$ cat config.mk
export PLATFORM = sky130hd
export DESIGN_NAME = guess_player
export DESIGN_NICKNAME = d
export VERILOG_FILES = /design/src/rtl/guess_player.sv
export SDC_FILE = /design/constraint.sdc
export NUM_CORES = 1
export LEC_CHECK = 0
export CORE_ASPECT_RATIO = 1.5
export CORE_MARGIN = 2
export CORE_UTILIZATION = 25
export DETAILED_ROUTE_END_ITERATION = 12
export DONT_BUFFER_PORTS = 1
export GPL_TIMING_DRIVEN = 0
export PLACE_DENSITY = 0.45
export SETUP_SLACK_MARGIN = 0.15
export SLEW_MARGIN = 5
export SYNTH_ARGS = -nofsm -noshare
export SYNTH_HDL_FRONTEND = slang
export SYNTH_SLANG_ARGS = --single-unit
$ cat constraint.sdc
create_clock -name clk -period 3.13 [get_ports clk]
set_input_delay 0.626 -clock clk [delete_from_list [all_inputs] [get_ports clk]]
set_output_delay 0.626 -clock clk [all_outputs]
set_load 0.005 [all_outputs]
$ cat src/rtl/guess_player.sv
// Binary-search player for the number-guessing game; drives guesses, consumes
// higher/lower/equal feedback and reports the outcome. State changes on falling clk.
module guess_player #(
    parameter int unsigned WIDTH     = 8,
    parameter int unsigned MAX_TRIES = 9,
    parameter int unsigned TW        = 4
) (
    input  logic             clk,
    input  logic             rst,
    input  logic             start,
    input  logic [WIDTH-1:0] LL,
    input  logic [WIDTH-1:0] HL,
    input  logic             fb_valid,
    input  logic [1:0]       fb_code,
    output logic [WIDTH-1:0] guess,
    output logic             guess_valid,
    output logic             found,
    output logic             fail,
    output logic [1:0]       err_code,
    output logic [TW-1:0]    tries
);

    localparam logic [1:0] FB_LOW   = 2'b00;
    localparam logic [1:0] FB_HIGH  = 2'b01;
    localparam logic [1:0] FB_EQUAL = 2'b10;
    localparam logic [1:0] FB_OOR   = 2'b11;

    localparam logic [1:0] ERR_NONE  = 2'b00;
    localparam logic [1:0] ERR_RANGE = 2'b01;
    localparam logic [1:0] ERR_OOR   = 2'b10;
    localparam logic [1:0] ERR_TRIES = 2'b11;

    localparam logic [TW-1:0] TRY_LIMIT = TW'(MAX_TRIES);

    typedef enum logic [2:0] {
        S_IDLE,
        S_ISSUE,
        S_WAIT,
        S_DONE,
        S_FAIL
    } state_t;

    state_t           state, state_n;
    logic [WIDTH-1:0] lo, lo_n;
    logic [WIDTH-1:0] hi, hi_n;
    logic [WIDTH-1:0] guess_n;
    logic             guess_valid_n;
    logic             found_n;
    logic             fail_n;
    logic [1:0]       err_code_n;
    logic [TW-1:0]    tries_n;

    // State and every output are registered on the falling edge.
    always_ff @(negedge clk or posedge rst) begin
        if (rst) begin
            state       <= S_IDLE;
            lo          <= '0;
            hi          <= '0;
            guess       <= '0;
            guess_valid <= 1'b0;
            found       <= 1'b0;
            fail        <= 1'b0;
            err_code    <= ERR_NONE;
            tries       <= '0;
        end else begin
            state       <= state_n;
            lo          <= lo_n;
            hi          <= hi_n;
            guess       <= guess_n;
            guess_valid <= guess_valid_n;
            found       <= found_n;
            fail        <= fail_n;
            err_code    <= err_code_n;
            tries       <= tries_n;
        end
    end

    // Next-state and next-output logic.
    always_comb begin
        state_n       = state;
        lo_n          = lo;
        hi_n          = hi;
        guess_n       = guess;
        guess_valid_n = guess_valid;
        found_n       = found;
        fail_n        = fail;
        err_code_n    = err_code;
        tries_n       = tries;

        case (state)
            S_IDLE, S_DONE, S_FAIL: begin
                if (start) begin
                    found_n    = 1'b0;
                    fail_n     = 1'b0;
                    err_code_n = ERR_NONE;
                    tries_n    = '0;
                    if (LL > HL) begin
                        state_n    = S_FAIL;
                        fail_n     = 1'b1;
                        err_code_n = ERR_RANGE;
                    end else begin
                        lo_n    = LL;
                        hi_n    = HL;
                        state_n = S_ISSUE;
                    end
                end
            end

            S_ISSUE: begin
                // lo <= hi always holds here, so the midpoint never exceeds hi.
                guess_n       = lo + ((hi - lo) >> 1);
                guess_valid_n = 1'b1;
                tries_n       = tries + TW'(1);
                state_n       = S_WAIT;
            end

            S_WAIT: begin
                if (fb_valid) begin
                    guess_valid_n = 1'b0;
                    case (fb_code)
                        FB_EQUAL: begin
                            found_n = 1'b1;
                            state_n = S_DONE;
                        end
                        FB_OOR: begin
                            fail_n     = 1'b1;
                            err_code_n = ERR_OOR;
                            state_n    = S_FAIL;
                        end
                        FB_LOW: begin
                            if (guess == hi) begin
                                fail_n     = 1'b1;
                                err_code_n = ERR_RANGE;
                                state_n    = S_FAIL;
                            end else if (tries == TRY_LIMIT) begin
                                fail_n     = 1'b1;
                                err_code_n = ERR_TRIES;
                                state_n    = S_FAIL;
                            end else begin
                                lo_n    = guess + WIDTH'(1);
                                state_n = S_ISSUE;
                            end
                        end
                        FB_HIGH: begin
                            // guess == lo would step below the range (and wrap at 0).
                            if (guess == lo) begin
                                fail_n     = 1'b1;
                                err_code_n = ERR_RANGE;
                                state_n    = S_FAIL;
                            end else if (tries == TRY_LIMIT) begin
                                fail_n     = 1'b1;
                                err_code_n = ERR_TRIES;
                                state_n    = S_FAIL;
                            end else begin
                                hi_n    = guess - WIDTH'(1);
                                state_n = S_ISSUE;
                            end
                        end
                        default: begin
                            state_n = S_WAIT;
                        end
                    endcase
                end
            end

            default: begin
                state_n = S_IDLE;
            end
        endcase
    end

endmodule
=== After elaboration in Yosys (flattened, before gate mapping) ===
Cells that the tools add are included.
Widths: inputs -> output; s select.

* Logic and storage cells: 94
* Input port bits: 22
* Output and inout bits: 17
* Flip-flop bits (word level): 36

* Magnitude comparators: 1
* Reduce and logical (&&, ||, !) cells: 13
* Equality and inequality tests: 20
* Multiplexer cells: 46
* $add $sub $neg: 5

{| class="wikitable"
|+ Operators with widths
! operator !! count
|-
| $mux 8 || 12
|-
| $pmux 8 s2 || 2
|-
| $mux 3 || 6
|-
| $eq 8x8->1 || 2
|-
| $ne 2x2->1 const B || 7
|-
| $reduce_and 7->1 || 2
|-
| $pmux 3 s4 || 1
|-
| $mux 1 || 11
|-
| $mux 2 || 5
|-
| $pmux 3 s3 || 1
|-
| $add 8x1->8 const B || 1
|-
| $add 8x7->8 || 1
|-
| $gt 8x8->1 || 1
|-
| $pmux 4 s2 || 1
|-
| $reduce_and 4->1 || 2
|-
| $sub 8x1->8 const B || 1
|-
| $sub 8x8->8 || 1
|-
| $eq 3x2->1 const B || 2
|-
| $pmux 1 s2 || 3
|-
| $pmux 2 s3 || 1
|-
| $reduce_and 2->1 || 3
|-
| $reduce_bool 2->1 || 3
|-
| $add 4x1->4 const B || 1
|-
| $eq 2x2->1 const B || 2
|-
| other kinds (12) || 13
|}

=== Logic depth before layout (Yosys ltp) ===
* Depth after elaboration: 6
* Mapped depth: 14
* Depth with buffers taken out: 14

==> impl_metrics.yaml <==
power:
  intPower_mw: 2.67
  netSwitchingFraction_pct: 46.3
  p_leak_nw: 1.62
  pwr-share-seq_pct: 19.9
  pwr-share-comb_pct: 68.2
  netSwitchingPower_mw: 2.31
  clockPowerShare_pct: 11.9
  ir_drop_mv: 0.447
  p_per_area_nw_per_um2: 1370
worst_hold_path:
  hp-start: "state[2]"
  hold_end: "state[1]"
  min_path_cells: 1
  hp-class: "flip-flop to flip-flop"
route:
  drtIter0Drc: 99
  drt_wl_total_mm: 8.88
  vias_per_cell: 4.74
  ant_nets: 0
  vias: 2428
  drc: 0
  routedWlPerCell_microns: 17.3
  drt_pre_antenna_iters: 4
finish:
  fin_nets: 411
  syn2layout_area_growth_pct: 19.5
  fin_cells: 512
  fillers: 1266
  diodes: 0
  layout-drive-gt1-share_pct: 18.4
  fin_area_sq_um: 3640
placement:
  place.gp.congestion: 0.800
  io_buffers: 0
  place_hpwl_mm: 6.97
  dp_cells: 498
  placed_area_sq_um: 3330
cts:
  cts_tree: "built"
  clk_pin_slew_ps: 50
  cts_hold_buf: 0
  cts_made_buffers: 5
  clockBufferDepth: 2
  cts_max_level: 2
  clk_latency_ps: 310
  cts_root_buf: "clkbuf_16"
  clock_sinks: 36
logic_synthesis:
  avgSynthCellArea_sq_um: 8.86
  synth_top_flop_cell: "dfrtn_1"
  synth-seq-cells: 36
  syn_area_sq_um: 3050
  yosys-top-cells-area: "dfrtn_1 (30%), ha_1 (12%), xnor2_1 (6.0%)"
  synth-edff-count: 0
  ys_types: 51
  synth_nets: 397
  seq_area_frac_synth_pct: 29.6
  yosysTopAreaCellShare_pct: 29.6
  synth_area_leader_cell: "dfrtn_1"
  synth_cells: 344
  synth_warnings: 0
  ys_async_sr_fraction_pct: 100
status:
  status: "finished, violations left"
  violations: "negative setup slack"
worst_setup_path:
  rr_worst_depth: 14
  ff2ff_setup_slack_ps: 280
  cp_data_required_time_ps: 1720
  worstSetupPathType: "input port to flip-flop"
  cp-end-kind: "flip-flop"
  r2r-end: "guess[7]"
  crit_fanout: 8
  arrival_ps: 2380
  reg2reg_from: "hi[0]"
  cp-start-kind: "input port"
timing:
  tightest_slew_ps: 924
  skew_ps: 5.20
  layout_setup_ws_ps: -665
  slew_violations: 0
  hold_viol: 0
  relSlewSlack_pct: 38.3
  rsz0062_at_grt: "true"
  setup_violations: 21
global_routing:
  grt_use_total_pct: 14.0
  first_global_vias: 2580
  grt_start_max_net_pins: 31
  grt_pass1_wl_mm: 14.0
  gr-total-overflow: 0
  antenna_found_initial: 0
die:
  die_height_microns: 139
  start_util_pct: 25.5
  rows: 49
  core_area_sq_um: 12000
  die_area_sq_um: 13100
  ios: 39
  die_width_microns: 94.1
run:
  cap_violations: 0
==> cell families (layout without fill, tap and decap cells) <==
kind of cell,Yosys count,count (layout),synth area share (%)
flops,36,36,29.6
simple gates,91,91,14.8
mux,18,18,7.76
buf+inv,45,60,6.57
fa+ha+maj,31,31,13.2
compound gates,81,81,16.0
xor+xnor,42,42,12.1
==> power by group through the flow <==
stage	registers, mW	logic [mW]	clock network [mW]
global route	1.02	3.80	0.620
detailed placement	1.02	3.20	0
global placement	1.01	3.14	0
finish	0.993	3.40	0.592
CTS	0.997	3.33	0.604
floorplan	0.905	2.59	0
==> worst max path at each step <==
stage          start    end  slack (ps)
6_report       HL[2]  hi[5]        -660
5_1_grt        HL[2]  hi[5]        -710
4_1_cts        HL[2]  hi[5]        -690
3_5_place_dp   HL[3]  lo[0]       -1080
3_3_place_gp   HL[3]  lo[5]       -1080
2_1_floorplan  HL[1]  hi[0]        -850
==> cell usage after synthesis (all sizes together), types with 5 or more instances <==
cell type / instances
nor3: 5
mux2i: 6
nand3: 7
xor2: 21
nand2: 33
buf: 10
nor2: 21
o21ai: 32
a21o: 7
ha: 29
xnor2: 21
mux2: 12
dfrtn: 36
inv: 30
a21oi: 23
clkbuf: 5
==> worst max-delay path, stage by stage <==
cell      delay [ps]
inv_12            20
ha_4             220
and3_4           160
a221o_1          350
a211oi_4         270
o21ai_2          110
a21o_1           170
buf_6            150
mux2_4           300
==> registers in the layout, summed over array words and instances (netlist names) <==
register / flops
fail: 1
lo: 8
state: 3
tries: 4
guess: 8
found: 1
err_code: 2
hi: 8
guess_valid: 1
==> layout make-up <==
type	instances	area [sq um]	share of cell area, %
buffer	15	87.6	2.41
clock buffer	6	129	3.54
clock inverter	2	35.0	0.963
inverter	30	140	3.85
multi-input combinational	263	2080	57.2
sequential	36	901	24.8
tap	153	191	5.26
timing repair buffer	7	72.6	1.99
==> through the flow <==
step / worst slack (ps) / TNS (ps) / power, mW / utilization [%] / hold slack [ps]
2_1_floorplan: -845 / -13970 / 3.49 / - / 374
3_3_place_gp: -1080 / -33660 / 4.15 / 27.7 / 402
3_5_place_dp: -1080 / -19410 / 4.22 / 27.9 / 415
4_1_cts: -687 / -11270 / 4.93 / 30.0 / 424
5_1_grt: -712 / -11830 / 5.44 / 30.4 / 450
6_report: -665 / -10890 / 4.98 / 30.4 / 423
==> layout by cell type (no fill, tap or decap), types with 3 or more instances in the layout <==
cell type,n
nand2_1,33
mux2i_1,6
nor3_2,3
ha_1,24
o21ai_0,25
buf_4,4
dfrtn_1,36
ha_4,4
nor2_1,18
and2_1,3
buf_6,5
inv_1,26
a21oi_1,19
a21o_1,7
clkbuf_16,5
buf_2,7
o21bai_1,3
nor2b_1,3
xnor2_1,21
a21oi_2,4
mux2_4,12
clkbuf_1,6
nand3_1,7
xor2_1,20
o21ai_1,6
nor3b_1,3
==> routing by layer <==
| layer | global-route usage (%) | vias up | wire (microns) |
|---|---|---|---|
| li1 | - | 1196 | - |
| met1 | 14.4 | 1183 | 3270 |
| met2 | 26.5 | 35 | 5080 |
| met3 | 2.77 | 14 | 246 |
| met4 | 6.10 | 0 | 285 |
| met5 | 0 | - | 0 |
==> timing repair <==
action,4_1_cts,5_1_grt
buffers inserted,5,1
gates resized for setup,9,13
pin swaps,2,4
endpoints found under the hold margin,0,0
endpoints found under the setup margin,27,29
(Power assumes the default switching activity.)
